`src/rtl/jk_drv_pkg.sv`:
```
// Shared state encoding, command codes and latch-behaviour helper for the JK drive sequencer.
package jk_drv_pkg;

    typedef enum logic [1:0] {
        ST_IDLE  = 2'd0,
        ST_SETUP = 2'd1,
        ST_PULSE = 2'd2,
        ST_HOLD  = 2'd3
    } state_e;

    localparam logic [1:0] CMD_HOLD   = 2'b00;
    localparam logic [1:0] CMD_RESET  = 2'b01;
    localparam logic [1:0] CMD_SET    = 2'b10;
    localparam logic [1:0] CMD_TOGGLE = 2'b11;

    // Latch q after one enable pulse with the given {j,k}
    function automatic logic jk_next_q(input logic q, input logic [1:0] c);
        logic r;
        case (c)
            CMD_RESET:  r = 1'b0;
            CMD_SET:    r = 1'b1;
            CMD_TOGGLE: r = ~q;
            default:    r = q;
        endcase
        return r;
    endfunction

endpackage

```
`src/rtl/jk_cmd_fifo.sv`:
```
// Power-of-two command buffer for 2-bit {j,k} commands; pointers wrap naturally.
module jk_cmd_fifo
    import jk_drv_pkg::*;
#(
    parameter int DEPTH = 4
) (
    input  logic       clk,
    input  logic       rst_n,
    input  logic       push_i,
    input  logic       pop_i,
    input  logic [1:0] wdata_i,
    output logic [1:0] rdata_o,
    output logic       full_o,
    output logic       empty_o
);

    localparam int AW = $clog2(DEPTH);

    logic [1:0]    mem_q [DEPTH];
    logic [AW-1:0] wr_ptr_q;
    logic [AW-1:0] rd_ptr_q;
    logic [AW:0]   count_q;
    logic          do_push_s;
    logic          do_pop_s;

    assign full_o    = (count_q == (AW+1)'(DEPTH));
    assign empty_o   = (count_q == '0);
    assign do_push_s = push_i && !full_o;
    assign do_pop_s  = pop_i && !empty_o;
    assign rdata_o   = mem_q[rd_ptr_q];

    // Storage, pointers and occupancy; push and pop in one cycle cancel in the count
    always_ff @(posedge clk or negedge rst_n) begin
        if (!rst_n) begin
            for (int i = 0; i < DEPTH; i++) begin
                mem_q[i] <= CMD_HOLD;
            end
            wr_ptr_q <= '0;
            rd_ptr_q <= '0;
            count_q  <= '0;
        end else begin
            if (do_push_s) begin
                mem_q[wr_ptr_q] <= wdata_i;
                wr_ptr_q        <= wr_ptr_q + AW'(1);
            end
            if (do_pop_s) begin
                rd_ptr_q <= rd_ptr_q + AW'(1);
            end
            case ({do_push_s, do_pop_s})
                2'b10:   count_q <= count_q + (AW+1)'(1);
                2'b01:   count_q <= count_q - (AW+1)'(1);
                default: count_q <= count_q;
            endcase
        end
    end

endmodule

```
`src/rtl/jk_drive_sequencer.sv`:
```
// Sequences buffered {j,k} commands into setup/enable-pulse/hold waveforms for a JK latch.
// Optional latch prediction on q_model is built only when JK_DRV_MODEL_EN is defined.
module jk_drive_sequencer
    import jk_drv_pkg::*;
#(
    parameter int SETUP_CYCLES = 1,
    parameter int PULSE_CYCLES = 2,
    parameter int HOLD_CYCLES  = 1,
    parameter int FIFO_DEPTH   = 4
) (
    input  logic       clk,
    input  logic       rst_n,
    input  logic       cmd_valid,
    input  logic [1:0] cmd,
    output logic       cmd_ready,
    output logic       j,
    output logic       k,
    output logic       enable,
    output logic       busy,
    output logic       q_model
);

    localparam logic [3:0] SETUP_LOAD = 4'(SETUP_CYCLES - 1);
    localparam logic [3:0] PULSE_LOAD = 4'(PULSE_CYCLES - 1);
    localparam logic [3:0] HOLD_LOAD  = 4'(HOLD_CYCLES - 1);

    state_e     state_q, state_d;
    logic [3:0] cnt_q, cnt_d;
    logic [1:0] cmd_q, cmd_d;
    logic       j_q, j_d;
    logic       k_q, k_d;
    logic       en_q, en_d;
    logic       rdy_q;
    logic       push_s;
    logic       pop_s;
    logic       fifo_full_s;
    logic       fifo_empty_s;
    logic [1:0] fifo_rdata_s;

    assign cmd_ready = rdy_q && !fifo_full_s;
    assign push_s    = cmd_valid && cmd_ready;
    assign busy      = !fifo_empty_s || (state_q != ST_IDLE);
    assign j         = j_q;
    assign k         = k_q;
    assign enable    = en_q;

    jk_cmd_fifo #(
        .DEPTH (FIFO_DEPTH)
    ) u_fifo (
        .clk     (clk),
        .rst_n   (rst_n),
        .push_i  (push_s),
        .pop_i   (pop_s),
        .wdata_i (cmd),
        .rdata_o (fifo_rdata_s),
        .full_o  (fifo_full_s),
        .empty_o (fifo_empty_s)
    );

    // Next-state and next-output logic; counters count down to zero in each phase
    always_comb begin
        state_d = state_q;
        cnt_d   = cnt_q;
        cmd_d   = cmd_q;
        j_d     = j_q;
        k_d     = k_q;
        en_d    = en_q;
        pop_s   = 1'b0;
        case (state_q)
            ST_IDLE: begin
                j_d  = 1'b0;
                k_d  = 1'b0;
                en_d = 1'b0;
                if (!fifo_empty_s) begin
                    pop_s   = 1'b1;
                    cmd_d   = fifo_rdata_s;
                    j_d     = fifo_rdata_s[1];
                    k_d     = fifo_rdata_s[0];
                    cnt_d   = SETUP_LOAD;
                    state_d = ST_SETUP;
                end else begin
                    state_d = ST_IDLE;
                end
            end
            ST_SETUP: begin
                if (cnt_q == 4'd0) begin
                    state_d = ST_PULSE;
                    en_d    = 1'b1;
                    // A toggle held enabled for more than one cycle would let the latch oscillate
                    cnt_d   = (cmd_q == CMD_TOGGLE) ? 4'd0 : PULSE_LOAD;
                end else begin
                    cnt_d = cnt_q - 4'd1;
                end
            end
            ST_PULSE: begin
                if (cnt_q == 4'd0) begin
                    state_d = ST_HOLD;
                    en_d    = 1'b0;
                    cnt_d   = HOLD_LOAD;
                end else begin
                    cnt_d = cnt_q - 4'd1;
                end
            end
            ST_HOLD: begin
                if (cnt_q == 4'd0) begin
                    state_d = ST_IDLE;
                    j_d     = 1'b0;
                    k_d     = 1'b0;
                    en_d    = 1'b0;
                end else begin
                    cnt_d = cnt_q - 4'd1;
                end
            end
            default: begin
                state_d = ST_IDLE;
                j_d     = 1'b0;
                k_d     = 1'b0;
                en_d    = 1'b0;
            end
        endcase
    end

    // FSM and output registers; rdy_q holds cmd_ready low until the first edge after reset
    always_ff @(posedge clk or negedge rst_n) begin
        if (!rst_n) begin
            state_q <= ST_IDLE;
            cnt_q   <= 4'd0;
            cmd_q   <= CMD_HOLD;
            j_q     <= 1'b0;
            k_q     <= 1'b0;
            en_q    <= 1'b0;
            rdy_q   <= 1'b0;
        end else begin
            state_q <= state_d;
            cnt_q   <= cnt_d;
            cmd_q   <= cmd_d;
            j_q     <= j_d;
            k_q     <= k_d;
            en_q    <= en_d;
            rdy_q   <= 1'b1;
        end
    end

`ifdef JK_DRV_MODEL_EN
    logic q_model_q;
    logic q_upd_s;

    assign q_upd_s = (state_q == ST_PULSE) && (cnt_q == 4'd0);
    assign q_model = q_model_q;

    // Predicted latch state, advanced as the enable pulse ends
    always_ff @(posedge clk or negedge rst_n) begin
        if (!rst_n) begin
            q_model_q <= 1'b0;
        end else if (q_upd_s) begin
            q_model_q <= jk_next_q(q_model_q, cmd_q);
        end else begin
            q_model_q <= q_model_q;
        end
    end
`else
    assign q_model = 1'b0;
`endif

endmodule

```
`config.mk`:
```
export PLATFORM = sky130hd
export DESIGN_NAME = jk_drive_sequencer
export DESIGN_NICKNAME = d
export VERILOG_FILES = /design/src/rtl/jk_drv_pkg.sv /design/src/rtl/jk_cmd_fifo.sv /design/src/rtl/jk_drive_sequencer.sv
export SDC_FILE = /design/constraint.sdc
export NUM_CORES = 1
export LEC_CHECK = 0
export CELL_PAD_IN_SITES_DETAIL_PLACEMENT = 1
export CELL_PAD_IN_SITES_GLOBAL_PLACEMENT = 2
export CORE_MARGIN = 2
export CORE_UTILIZATION = 32
export CTS_CLUSTER_SIZE = 12
export DETAILED_ROUTE_END_ITERATION = 8
export GPL_TIMING_DRIVEN = 0
export PLACE_DENSITY = 0.66
export REMOVE_ABC_BUFFERS = 1
export SYNTH_ARGS = -nofsm -noshare
export SYNTH_HDL_FRONTEND = slang
export SYNTH_SLANG_ARGS = --single-unit
```
`constraint.sdc`:
```
create_clock -name clk -period 2.38 [get_ports clk]
set_input_delay 0.238 -clock clk [delete_from_list [all_inputs] [get_ports clk]]
set_output_delay 0.238 -clock clk [all_outputs]
set_load 0.05 [all_outputs]
```
# Word-level counts from Yosys, hierarchy flattened
# Cells that the tools add are included.
# W data, S select, Z words.
# totals
register_bits,27
out_inout_bits,6
elab_cells,85
# op_classes
n_eq_ne,13
addsub,5
n_reduce_logical,20
n_lt_le_gt_ge,3
mux,27
n_bitwise,3
# ops
cell,count
$mux W4,4
$pmux W4 S4,1
$mux W2,6
$ne A2 B2 Y1 const B,5
$bwmux W8,1
$eq A2 B2 Y1 const B,4
$mux W1,8
$pmux W2 S4,1
$reduce_and A2 Y1,4
$ge A3 B3 Y1 const B,2
$not A2 Y3,2
$pmux W3 S2,1
$reduce_bool A2 Y1,3
$logic_and A1 B1 Y1,5
$add A2 B1 Y2 const B,2
$bmux W2 S2,1
$demux W2 S2,1
$eq A2 B1 Y1 const B,2
$logic_not A4 Y1,1
$pmux W1 S2,2
$sub A4 B1 Y4 const B,1
$add A3 B1 Y3 const B,1
$eq A3 B3 Y1 const B,1
$logic_not A3 Y1,1
10 further kinds,11

# Longest topological paths before layout
# logic_depth
ltp_word,7
ltp_mapped,10

# Modules after synthesis
# Synthesis repeated with hierarchy kept, for this count alone.
# hier_totals
cells_unflattened,125
hier_area_um2,1466.4
# modules_own_cells
mod,area_per_inst_um2,seq_area_each_um2,instances,cells_per_inst
jk_cmd_fifo,770.7,375.4,1,58
jk_drive_sequencer,695.7,300.3,1,67

# Worst setup path before layout
# OpenSTA, ideal clock, no wires.
# synth_timing
path_type,reg2reg
start,register state_q[0]
end,register u_fifo.count_q[2]
t_arrival_ns,2.032
setup_time_ns,0.079
n_path_buf,1
synth_period_minus_slack_ns,2.112
path_stages_with_launch,11
slack_ns,0.268
path_cell_list,dfrtp_1 > inv_1 > ha_1 > buf_2 > o31a_1 > ha_1 > inv_1 > fa_1 > xor2_1 > nor2_1 > xor2_1
# synth_via
elab_chain_len,5
# synth_rtl
item,line,text
start: declaration,jk_drive_sequencer.sv:27,"state_e state_q, state_d;"
start signal: assignment,jk_drive_sequencer.sv:134,state_q <= state_d;
$logic_not A2 Y1 *,jk_drive_sequencer.sv:69,case (state_q)
$mux W1 *,jk_drive_sequencer.sv:69,
named net pop_s,jk_drive_sequencer.sv:35,logic pop_s;
$logic_and A1 B1 Y1 *,jk_cmd_fifo.sv:29,assign do_pop_s = pop_i && !empty_o;
$eq A2 B1 Y1 / $eq A2 B2 Y1 (equally long branches),jk_cmd_fifo.sv:49,"case ({do_push_s, do_pop_s})"
$pmux W3 S2 / $reduce_bool A2 Y1 (equally long branches),-,
end signal: assignment,jk_cmd_fifo.sv:50,2'b10: count_q <= count_q + (AW+1)'(1);
end signal: assignment,jk_cmd_fifo.sv:51,2'b01: count_q <= count_q - (AW+1)'(1);
end signal: assignment,jk_cmd_fifo.sv:52,default: count_q <= count_q;
end: declaration,jk_cmd_fifo.sv:22,logic [AW:0] count_q;
# The timed path passes the listed nets; every way through them passes the cells marked *.
# A chain may end at the register's enable or synchronous reset.

# Final worst setup path
# layout_timing
start,register state_q[0]
end,output port busy
# layout_via
elab_chain_len,2
# layout_rtl
item,line,text
$reduce_bool A2 Y1,jk_drive_sequencer.sv:42,assign busy = !fifo_empty_s || (state_q != ST_IDLE);
$logic_or A1 B1 Y1,jk_drive_sequencer.sv:42,
end: declaration,jk_drive_sequencer.sv:19,"output logic busy,"
# Every way passes these cells.

==> results_dict.tcl <==
set metrics [dict create \
    die_width_um 72.1 \
    status "finished, violations left" \
    multi_input_area_um2 743 \
    yosysTopAreaCellShare 0.455 \
    place_inst 188 \
    vias 975 \
    cts_tree "built" \
    cts_buffer_depth 2 \
    setup_viol 0 \
    avgRoutedWirePerCell_um 14.7 \
    fin_crit_sh 0.903 \
    slowest_delay_ns 0.43 \
    regArea_um2 676 \
    max_freq_ghz 0.465 \
    dieArea_um2 5200 \
    start_util 0.336 \
    dp_hpwl_um 2170 \
    synthCells 131 \
    rows 24 \
    clockRootBuffer "clkbuf_8" \
    first_pass_iters 4 \
    track_usage 0.127 \
    synth.area.top_cells "dfrtp_1 46%, ha_1 9.3%, mux2_1 6.1%, inv_1 3.8%, mux4_2 3.0%" \
    path_cells "inv_1, ha_2, nor4b_4, inv_1, dlygate4sd2_1" \
    cp_top_family "buffers and inverters" \
    wl_um 2840 \
    drive_gt1_frac 0.120 \
    antenna_left 0 \
    portBuffers 9 \
    p_comb_frac 0.503 \
    final.fill_count 489 \
    violations "negative hold slack" \
    ios 11 \
    grt.busiest_layer "met2" \
    p_clk_frac 0.120 \
    drt_iter0_markers 32 \
    worst_setup_path_start_kind "flip-flop" \
    vias_per_cell 5.03 \
    fin_cells 194 \
    startpoint "state_q[0]" \
    yosysUniqueCellTypes 38 \
    met2_usage 0.219 \
    p_sw_mw 0.959 \
    hp-class "input port to async pin" \
    diodes 0 \
    sw_frac_of_total 0.419 \
    cpMostUsedCell "inv_1" \
    power.density_nw_per_um2 1360 \
    clk_latency_ns 0.27 \
    finalClockSkew_ns 0.00296 \
    critPathMaxFanout 11 \
    synth_top_area_cell "dfrtp_1" \
    critical_path_required_ns 2.14 \
    drc 0 \
    ys_seq_area_frac 0.455 \
    slew_violations 0 \
    htree_levels 1 \
    avgSynthCellArea_um2 11.3 \
    fin_nets 160 \
    cts_buffers 3 \
    critical_path_class "flip-flop to output port" \
    antenna_found_initial 0 \
    grtUsageMet3 0.0208 \
    cap_violations 0 \
    leakagePower_nw 0.737 \
    clkSinkCount 27 \
    worstPathArrival_ns 1.91 \
    r2r-start "u_fifo.count_q[1]" \
    internal_power_mw 1.33 \
    gp_congestion 0.729 \
    max_slew_margin 0.587 \
    grt_overflow_total 0 \
    hold_viol 27 \
    worstMarginPinSlew_ns 0.619 \
    grt_max_degree 28 \
    die_y_um 72.1 \
    p_total_mw 2.29 \
    cts_hold_buf 0 \
    core_um2 4410 \
    end_kind "output port" \
    use_met1 0.162 \
    grt_pass1_wl_um 5070 \
    rsz0062_at_grt "no" \
    yosys_warnings 0 \
    grt_pass1_vias 1058 \
    whs_ns -0.0363 \
    path_buf_inv 3 \
    synthToLayoutAreaGrowth_pct 13.7 \
    vdd_drop_max_mv 0.493 \
    seq_power_share 0.378 \
    cp_slowest_cell "dlygate4sd2_1" \
    fin_crit_ns 2.15 \
    clk_pin_slew_ns 0.10 \
    ys_ff_latch 27 \
    syn_area_um2 1480 \
]
## layout by cell type (no fill, tap or decap), drive strengths merged, types with 2 or more instances in the layout
master          n
o211ai          3
nor2            6
ha             11
mux2           11
mux4            2
xnor2           4
a21oi           3
buf             3
dfrtp          27
inv            15
nand3           2
o21ai           5
and4b           4
or3b            2
nand2           9
xor2            3
clkbuf          3
clkdlybuf4s50   7
nor3b           3
conb            2
## final timing paths
check,to,slack [ns],depth (start not counted)
max in group asynchronous,cmd_q[1],2.01,1
setup reg to reg,u_fifo.count_q[2],0.23,8
min in group clk,u_fifo.mem_q[1],0.50,1
hold / removal,u_fifo.wr_ptr_q[0],-0.04,1
setup / recovery,busy,0.23,5
hold reg to reg,u_fifo.mem_q[1],0.50,1
## cell usage after synthesis, drive strengths merged
| master | instances |
|---|---|
| dfrtp | 27 |
| inv | 15 |
| ha | 11 |
| mux2 | 11 |
| nand2 | 9 |
| nor2 | 6 |
| o21ai | 5 |
| and4b | 4 |
| xnor2 | 4 |
| a21oi | 3 |
| nor3b | 3 |
| o211ai | 3 |
| xor2 | 3 |
| buf | 2 |
| clkbuf | 2 |
| conb | 2 |
| mux4 | 2 |
| nand3 | 2 |
| or3b | 2 |
| a2111o | 1 |
| a211o | 1 |
| a22oi | 1 |
| fa | 1 |
| mux2i | 1 |
| nand3b | 1 |
| nand4 | 1 |
| nor2b | 1 |
| nor3 | 1 |
| nor4b | 1 |
| o311ai | 1 |
| o31a | 1 |
| o31ai | 1 |
| o32ai | 1 |
| or3 | 1 |
## through the flow
stage / setup TNS (ns) / utilization / instance area [um2] / setup WS, ns
after detailed placement: -0.292 / 0.367 / 1620 / -0.187
final: 0 / 0.382 / 1690 / 0.230
after floorplan: 0 / - / 1460 / 0.249
after global placement: -0.235 / 0.367 / 1620 / -0.183
after global routing: 0 / 0.382 / 1690 / 0.0139
after CTS: 0 / 0.382 / 1690 / 0.0701
## cells by family (layout without fill, tap and decap cells)
kind of cell,after synthesis,count (layout),synth area share
buffers and inverters,19,30,0.0514
AO/OA/AOI/OAI,18,18,0.0835
adder cells (fa/ha/maj),12,12,0.106
XOR/XNOR,7,7,0.0413
AND/OR/NAND/NOR,32,32,0.137
multiplexers,14,14,0.121
flip-flops,27,27,0.455
other,2,2,0.00506
## per-layer routing
layer | wire length [um] | vias to the layer above
met3 | 39 | 4
met5 | 0 | -
li1 | - | 472
met4 | 35 | 0
met1 | 1370 | 493
met2 | 1400 | 6
## sequential cells by signal, indices dropped and copies added (netlist names)
register         flops
rdy_q                1
cnt_q                4
cmd_q                2
k                    1
j                    1
u_fifo.rd_ptr_q      2
u_fifo.count_q       3
u_fifo.wr_ptr_q      2
enable               1
state_q              2
u_fifo.mem_q         8
## cell type report
class | instances | area share
multi-input cells | 85 | 0.440
flip-flops and latches | 27 | 0.400
repair buffers | 11 | 0.0586
well taps | 52 | 0.0385
inverters | 15 | 0.0334
clock buffers | 3 | 0.0245
clock inverters | 1 | 0.00445
## power by group through the flow
stage	Combinational (mW)	Clock [mW]	Sequential, mW
2_1_floorplan	0.816	0	0.874
3_3_place_gp	1.09	0	0.854
3_5_place_dp	1.13	0	0.872
4_1_cts	1.17	0.285	0.869
5_1_grt	1.31	0.306	0.899
6_report	1.15	0.274	0.864
## timing repair
| item | CTS | global route |
|---|---|---|
| resized for setup | 3 | 0 |
| buffers inserted | 1 | 1 |
| gates cloned | 0 | 0 |
| hold endpoints to repair | 0 | 0 |
| endpoints found under the setup margin | 2 | 1 |
Power figures use the tool's default switching activity.
